===== src/rtl/mc_pkg.sv =====
// Shared types and encodings for the multicycle control sequencer.
// Opcode/funct values follow the MIPS subset the datapath implements.
package mc_pkg;

  typedef enum logic [2:0] {
    StFetch,
    StDecode,
    StExec,
    StMem,
    StWb,
    StSyscall,
    StHalt
  } state_e;

  localparam logic [5:0] OpRtype = 6'h00;
  localparam logic [5:0] OpJ     = 6'h02;
  localparam logic [5:0] OpBeq   = 6'h04;
  localparam logic [5:0] OpAddi  = 6'h08;
  localparam logic [5:0] OpLw    = 6'h23;
  localparam logic [5:0] OpSw    = 6'h2B;

  localparam logic [5:0] FnSyscall = 6'h0C;
  localparam logic [5:0] FnAdd     = 6'h20;
  localparam logic [5:0] FnSub     = 6'h22;
  localparam logic [5:0] FnAnd     = 6'h24;
  localparam logic [5:0] FnOr      = 6'h25;
  localparam logic [5:0] FnSlt     = 6'h2A;

  localparam logic [2:0] AluAnd = 3'b000;
  localparam logic [2:0] AluOr  = 3'b001;
  localparam logic [2:0] AluAdd = 3'b010;
  localparam logic [2:0] AluSub = 3'b110;
  localparam logic [2:0] AluSlt = 3'b111;

  localparam logic [1:0] PcSeq    = 2'b00;
  localparam logic [1:0] PcBranch = 2'b01;
  localparam logic [1:0] PcJump   = 2'b10;

endpackage


===== src/rtl/alu_decode.sv =====
// Combinational opcode/funct to ALU operation decode.
// valid is low for any opcode or R-type funct the core does not implement.
module alu_decode
  import mc_pkg::*;
(
  input  logic [5:0] opcode,
  input  logic [5:0] funct,
  output logic [2:0] aluop,
  output logic       valid
);

  always_comb begin
    aluop = AluAdd;
    valid = 1'b1;
    case (opcode)
      OpRtype: begin
        case (funct)
          FnAdd:   aluop = AluAdd;
          FnSub:   aluop = AluSub;
          FnAnd:   aluop = AluAnd;
          FnOr:    aluop = AluOr;
          FnSlt:   aluop = AluSlt;
          default: valid = 1'b0;
        endcase
      end
      OpLw, OpSw, OpAddi: aluop = AluAdd;
      OpBeq:              aluop = AluSub;
      OpJ:                aluop = AluAdd;
      default:            valid = 1'b0;
    endcase
  end

endmodule


===== src/rtl/multicycle_control.sv =====
// Five-step multicycle sequencer: drives datapath enables per state, stalls on the
// syscall handshake, halts on zero/illegal instructions and keeps statistics counters.
module multicycle_control
  import mc_pkg::*;
(
  input  logic        clk,
  input  logic        reset_n,
  input  logic [31:0] instr,
  input  logic        alu_zero,
  input  logic        sys_done,
  output logic        ir_write,
  output logic        pc_write,
  output logic [1:0]  pc_src,
  output logic        reg_write,
  output logic        reg_dest,
  output logic        alu_src,
  output logic        mem_to_reg,
  output logic        mem_read,
  output logic        mem_write,
  output logic [2:0]  aluop,
  output logic        sys_req,
  output logic        halted,
  output logic        illegal,
  output logic [31:0] cycle_count,
  output logic [31:0] instr_retired
);

  state_e      state_q, state_d;
  logic [5:0]  opcode_q, funct_q;
  logic        illegal_q, illegal_d;
  logic [31:0] cycle_q, retired_q;

  logic [5:0]  dec_opcode, dec_funct;
  logic [2:0]  dec_aluop;
  logic        dec_valid;

  // Decode the live instruction in DECODE, the latched one everywhere else.
  assign dec_opcode = (state_q == StDecode) ? instr[31:26] : opcode_q;
  assign dec_funct  = (state_q == StDecode) ? instr[5:0]   : funct_q;

  alu_decode u_alu_decode (
    .opcode (dec_opcode),
    .funct  (dec_funct),
    .aluop  (dec_aluop),
    .valid  (dec_valid)
  );

  always_comb begin
    state_d   = state_q;
    illegal_d = illegal_q;
    case (state_q)
      StFetch: state_d = StDecode;
      StDecode: begin
        if (instr == 32'd0) begin
          state_d = StHalt;
        end else if (instr[31:26] == OpRtype && instr[5:0] == FnSyscall) begin
          state_d = StSyscall;
        end else if (!dec_valid) begin
          state_d   = StHalt;
          illegal_d = 1'b1;
        end else begin
          state_d = StExec;
        end
      end
      StExec: begin
        case (opcode_q)
          OpLw, OpSw:      state_d = StMem;
          OpRtype, OpAddi: state_d = StWb;
          default:         state_d = StFetch;
        endcase
      end
      StMem:     state_d = (opcode_q == OpLw) ? StWb : StFetch;
      StWb:      state_d = StFetch;
      StSyscall: if (sys_done) state_d = StFetch;
      StHalt:    state_d = StHalt;
      default:   state_d = StFetch;
    endcase
  end

  always_ff @(posedge clk or negedge reset_n) begin
    if (!reset_n) begin
      state_q   <= StFetch;
      opcode_q  <= 6'd0;
      funct_q   <= 6'd0;
      illegal_q <= 1'b0;
      cycle_q   <= 32'd0;
      retired_q <= 32'd0;
    end else begin
      state_q   <= state_d;
      illegal_q <= illegal_d;
      cycle_q   <= cycle_q + 32'd1;
      if (state_q == StDecode) begin
        opcode_q <= instr[31:26];
        funct_q  <= instr[5:0];
      end
      if (state_d == StFetch && state_q != StFetch) begin
        retired_q <= retired_q + 32'd1;
      end
    end
  end

  // Outputs are gated by reset_n so strobes drop without waiting for a clock edge.
  always_comb begin
    ir_write   = 1'b0;
    pc_write   = 1'b0;
    pc_src     = PcSeq;
    reg_write  = 1'b0;
    reg_dest   = 1'b0;
    alu_src    = 1'b0;
    mem_to_reg = 1'b0;
    mem_read   = 1'b0;
    mem_write  = 1'b0;
    aluop      = AluAdd;
    sys_req    = 1'b0;
    if (reset_n) begin
      case (state_q)
        StFetch: begin
          ir_write = 1'b1;
          pc_write = 1'b1;
        end
        StExec: begin
          case (opcode_q)
            OpRtype:            aluop   = dec_aluop;
            OpLw, OpSw, OpAddi: alu_src = 1'b1;
            OpBeq: begin
              aluop    = AluSub;
              pc_write = alu_zero;
              pc_src   = PcBranch;
            end
            OpJ: begin
              pc_write = 1'b1;
              pc_src   = PcJump;
            end
            default: ;
          endcase
        end
        StMem: begin
          if (opcode_q == OpLw) mem_read = 1'b1;
          else                  mem_write = 1'b1;
        end
        StWb: begin
          reg_write  = 1'b1;
          reg_dest   = (opcode_q == OpRtype);
          mem_to_reg = (opcode_q == OpLw);
        end
        StSyscall: sys_req = 1'b1;
        default: ;
      endcase
    end
  end

  assign halted        = (state_q == StHalt);
  assign illegal       = illegal_q;
  assign cycle_count   = cycle_q;
  assign instr_retired = retired_q;

endmodule

===== config.mk =====
export PLATFORM = sky130hd
export DESIGN_NAME = multicycle_control
export DESIGN_NICKNAME = d
export VERILOG_FILES = /design/src/rtl/mc_pkg.sv /design/src/rtl/alu_decode.sv /design/src/rtl/multicycle_control.sv
export SDC_FILE = /design/constraint.sdc
export NUM_CORES = 1
export LEC_CHECK = 0
export ABC_AREA = 1
export ABC_CLOCK_PERIOD_IN_PS = 2200
export CORE_MARGIN = 3
export CORE_UTILIZATION = 50
export CTS_CLUSTER_DIAMETER = 40
export DETAILED_ROUTE_END_ITERATION = 8
export GPL_TIMING_DRIVEN = 0
export PLACE_DENSITY = 0.81
export SYNTH_ARGS = -nofsm -noshare
export SYNTH_HDL_FRONTEND = slang
export SYNTH_SLANG_ARGS = --single-unit
export TNS_END_PERCENT = 100

===== constraint.sdc =====
create_clock -name clk -period 2.2 [get_ports clk]
set_clock_uncertainty 0.05 [all_clocks]
set_input_delay 0.44 -clock clk [delete_from_list [all_inputs] [get_ports clk]]
set_output_delay 0.44 -clock clk [all_outputs]
set_load 0.1 [all_outputs]

# ---- After elaboration in Yosys (flattened, before gate mapping)
# Cells that the tools add are included.
dict set report op_classes {
  addsub 2
  mul 0
  div_mod_pow 0
  n_lt_le_gt_ge 0
  n_eq_ne 22
  shifts 0
  mux 41
  n_bitwise 3
  reduce_logical 15
}
# op n
set ops {}
lappend ops {{$add 32x1->32 const B} 2}
lappend ops {{$eq 6x6->1 const B} 9}
lappend ops {{$logic_not 32->1} 1}
lappend ops {{$mux 1} 21}
lappend ops {{$mux 3} 7}
lappend ops {{$eq 6x4->1 const B} 3}
lappend ops {{$logic_not 6->1} 3}
lappend ops {{$pmux 3 s2} 3}
lappend ops {{$pmux 3 s6} 1}
lappend ops {{$eq 6x2->1 const B} 2}
lappend ops {{$eq 6x3->1 const B} 2}
lappend ops {{$mux 6} 2}
lappend ops {{$pmux 3 s4} 1}
lappend ops {{$reduce_or 5->1} 2}
lappend ops {{$eq 3x3->1 const B} 3}
lappend ops {{$eq 3x2->1 const B} 2}
lappend ops {{$logic_not 3->1} 2}
lappend ops {{$pmux 1 s2} 3}
lappend ops {{$mux 2} 2}
lappend ops {{$pmux 2 s2} 1}
lappend ops {{$reduce_and 4->1} 1}
lappend ops {{$reduce_or 2->1} 2}
lappend ops {{$eq 3x1->1 const B} 1}
lappend ops {{$not 1->1} 3}
lappend ops {{other kinds (3)} 4}
dict set report word_totals {
  regBits 80
  latch_bits 0
  ram_bits 0
  rom_bits 0
  out_inout_bits 80
  word_cells 89
  n_memories 0
}

# ---- Depth between registers and ports, before layout
dict set report depth {
  ltp_word 12
  depth_mapped 16
  depth_no_buf 14
}

# ---- Cells and area by module
# From an unflattened synthesis, not the netlist that was laid out.
dict set report hier_totals {
  cells_unflattened 716
  area_unflattened_um2 4996.0
}
# module n_inst cells_per_inst area_each_um2
set by_module_without_submodules {}
lappend by_module_without_submodules {multicycle_control 1 670 4799.6}
lappend by_module_without_submodules {alu_decode 1 46 196.4}

# ---- Worst setup path after synthesis
# Ideal clock, no wire load.
dict set report synth_timing {
  kind {flip-flop to output port}
  start {register state_q[2]}
  end {output aluop[0]}
  arrival_time_ns 3.558
  setup_slack_ns -1.848
  path_stages_with_launch 9
  n_path_buf 1
  path_cell_list {dfrtp_1 > inv_2 > nand3_2 > buf_4 > nand2_1 > nand2_1 > a2111oi_0 > nand2_1 > a21boi_0}
}
dict set report synth_via {
  elab_chain_cells 8
  word_cells_on_any_way 15
  cone_classes {7 x eq/ne; 7 x mux; 1 x reduce/logical}
}
# element line_no
set synth_rtl {}
lappend synth_rtl {{from (decl)} multicycle_control.sv:28} ;# state_e state_q, state_d;
lappend synth_rtl {{from (signal assigned)} multicycle_control.sv:82} ;# state_q <= StFetch;
lappend synth_rtl {{from (signal assigned)} multicycle_control.sv:89} ;# state_q <= state_d;
lappend synth_rtl {{$eq 3x1->1 *} multicycle_control.sv:39} ;# assign dec_funct = (state_q == StDecode) ? instr[5:0] : funct_q;
lappend synth_rtl {{$mux 6 *} -}
lappend synth_rtl {{via dec_funct[1]} multicycle_control.sv:33} ;# logic [5:0] dec_opcode, dec_funct;
lappend synth_rtl {{$eq 6x6->1} alu_decode.sv:17} ;# case (funct)
lappend synth_rtl {{$pmux 3 s4 *} alu_decode.sv:17}
lappend synth_rtl {{$pmux 3 s2 *} alu_decode.sv:15} ;# case (opcode)
lappend synth_rtl {{$pmux 3 s2 *} multicycle_control.sv:122} ;# case (opcode_q)
lappend synth_rtl {{$mux 3 *} multicycle_control.sv:116} ;# case (state_q)
lappend synth_rtl {{$mux 3 *} multicycle_control.sv:115} ;# if (reset_n) begin
lappend synth_rtl {{to (decl)} multicycle_control.sv:20} ;# output logic [2:0] aluop,
# Mark *: on every way through the listed nets, which the timed path passes. The rest lies on a longest branch.

# ---- Final worst setup path
dict set report layout_timing {
  start {register state_q[1]}
  end {output aluop[0]}
}
# The elaborated chain is that of the path after synthesis.

==> impl_metrics.toml <==
[final_layout]
drive_above_1_share_pct = 23.42
diodes = 0
layout_common_cells = "nand2_1, dfrtp_1, inv_1, nand4_1, nor2_1"
seqCellArea_um2 = 2033
final_cells = 881
areaGrowthSynthToFinish_pct = 46.93
multi_input_area_um2 = 2709
nNetsFinal = 806
fill_cells = 635
final_common_cell = "nand2_1"
finish.utilization_pct = 77.02

[clock_tree]
cts.path.max_buffers = 2
clkSinkCount = 80
cts_tree = "done"
cts_max_level = 3
root_buffer = "clkbuf_8"
cts_made_buffers = 9
clk_latency_ps = 350
clk_pin_slew_worst_paths_ps = 90

[logic_synthesis]
synthArstFlopShare_pct = 100.0
synth_edf_count = 0
synth_area_um2 = 4661
postSynthAreaPerCell_um2 = 7.641
ys_ff_latch = 80
synth_flop_cell = "dfrtp_1"
ys_seq_area_share_pct = 42.95
syn_nets = 648
yosys_warnings = 0
syn_inst = 610
ys_types = 37

[drt]
first_pass_iters = 5
vias = 4802
antenna_left = 0
viasPerCell = 5.451
dr.first_iter.drc_count = 277
postRouteWirelength_um = 14060
drt-wirelength-per-cell_um = 15.96
drc = 0

[status]
status = "finished, violations left"
failed_checks = "setup timing"

[pwr]
irDropWorstVdd_mv = 0.6437
comb_power_share_pct = 53.9
p_sw_w = 0.003048
switching_share_pct = 46.36
p_leak_nw = 3.295
power.density_nw_per_um2 = 960.0
clock_power_share_pct = 18.0
seqPwrFrac_pct = 28.1
internal_power_w = 0.003526

[setup_path]
r2r-start = "state_q[1]"
start_kind = "flip-flop"
worst-r2r-setup-slack_ps = -150
critical_path_peak_fanout = 6
rr_endpoint = "instr_retired[13]"
r2r_cells = 17
critPathKind = "flip-flop to primary output"
end_kind = "primary output"
worstPathArrival_ps = 2120
cp.required_ps = 1710

[floorplan]
die_area_um2 = 10520
fp-row-count = 34
start_util_pct = 52.42
core_um2 = 8891
die_width_um = 102.5
ios = 116
die_y_um = 102.5

[placed_design]
gp_congestion = 0.9586
dp.cells = 834
dp_hpwl_um = 9785
portBuffers = 115

[sta]
rsz0062_at_grt = "yes"
fmax_mhz = 383.8
max_slew_margin_pct = 33.62
hold_violations = 0
finalCritPeriodShare_pct = 118.4
fin_crit_ps = 2605
final_max_slew_viol_count = 0
setup_viol = 38
worst_pin_slew_ps = 999.6
fin_ws_ps = -405.3

[global_route]
antenna_found_initial = 0
track_usage_pct = 26.04
overflow = 0
grt_pass1_vias = 4548
grt_max_degree = 53
grt_pass1_wl_um = 21690

[run]
drv_cap = 0

[min_path]
hold_class = "input port to async pin"
## how the worst max path moves through the flow
stage,start,end,cells after the start
CTS,state_q[1],aluop[0],9
floorplan,opcode_q[2],mem_read,5
finish,state_q[1],aluop[0],9
global route,state_q[1],aluop[0],9
global placement,reset_n,aluop[2],8
detailed placement,reset_n,aluop[2],8
## metrics by stage
step           TNS [ps]  hold slack (ps)  total power, W  setup WS [ps]  area [um^2]
3_3_place_gp    -252930            408.7        0.004280          -4648         6083
6_report          -5516            38.59        0.006574         -405.3         6848
5_1_grt          -10620            42.12        0.006898         -480.7         6848
2_1_floorplan     -3940            94.41        0.003710         -319.0         4797
3_5_place_dp     -30880            357.1        0.004352          -1428         6108
4_1_cts           -4775            36.18        0.005982         -375.5         6546
## sequential cells by signal, summed over array words and instances (netlist names)
name / cells
state_q: 3
cycle_count: 32
instr_retired: 32
funct_q: 6
opcode_q: 6
illegal: 1
## cell families after synthesis
| group | after synthesis | synth area share (%) |
|---|---|---|
| fa+ha+maj | 2 | 0.5368 |
| flops | 80 | 42.95 |
| buf+inv | 75 | 6.765 |
| simple gates | 377 | 36.27 |
| compound gates | 16 | 2.202 |
| xor+xnor | 60 | 11.28 |
## layer usage
layer	vias to the layer above	wire length [um]	GRT usage, %
met2	176	6891	42.80
met5	-	0	0
met4	0	212	7.164
met3	24	964	5.616
met1	2301	5994	34.92
li1	2301	-	-
## worst max-delay path, stage by stage (launching register included)
cell       delay, ps
dfrtp_2          440
inv_4            100
nand3_4           90
buf_6            150
nand2_2           90
nand2_4           70
a2111oi_4        310
nand2_1          130
a21boi_4         190
buf_12           190
## cells in the mapped netlist, types with 3 or more instances
cell type | number | area [um^2]
nand2_1 | 180 | 675.7
dfrtp_1 | 80 | 2002
nor2_1 | 68 | 255.2
inv_1 | 57 | 214.0
nand4_1 | 47 | 294.0
xor2_1 | 38 | 332.8
nor3_1 | 36 | 180.2
nand3_1 | 26 | 130.1
xnor2_1 | 22 | 192.7
clkbuf_1 | 6 | 22.52
nor4_1 | 4 | 25.02
o21ai_0 | 4 | 20.02
buf_2 | 3 | 15.01
buf_6 | 3 | 33.78
inv_2 | 3 | 11.26
nor3b_1 | 3 | 22.52
o21ai_1 | 3 | 15.01
or2_2 | 3 | 18.77
## cell type report
type | instances | area share [%]
Buffer | 14 | 1.699
Clock buffer | 11 | 1.919
Clock inverter | 5 | 1.206
Inverter | 61 | 3.453
Multi-Input combinational cell | 456 | 39.56
Sequential cell | 80 | 29.69
Tap cell | 108 | 1.973
Timing Repair Buffer | 146 | 20.50
## power groups by stage
stage	clock network (W)	registers (W)	logic [W]
after floorplan	0	0.00209	0.00162
after global placement	0	0.00183	0.00245
after detailed placement	0	0.00184	0.00252
after CTS	0.00120	0.00183	0.00295
after global routing	0.00127	0.00187	0.00376
final	0.00118	0.00185	0.00354
## what timing repair did
item,CTS,global route
setup buffers,17,12
hold buffers,1,0
pin swaps,14,21
setup endpoints to repair,115,74
cloned,1,2
resized for setup,211,98
hold endpoints to repair,28,0
Note: power is estimated with default switching activity, not from simulation.
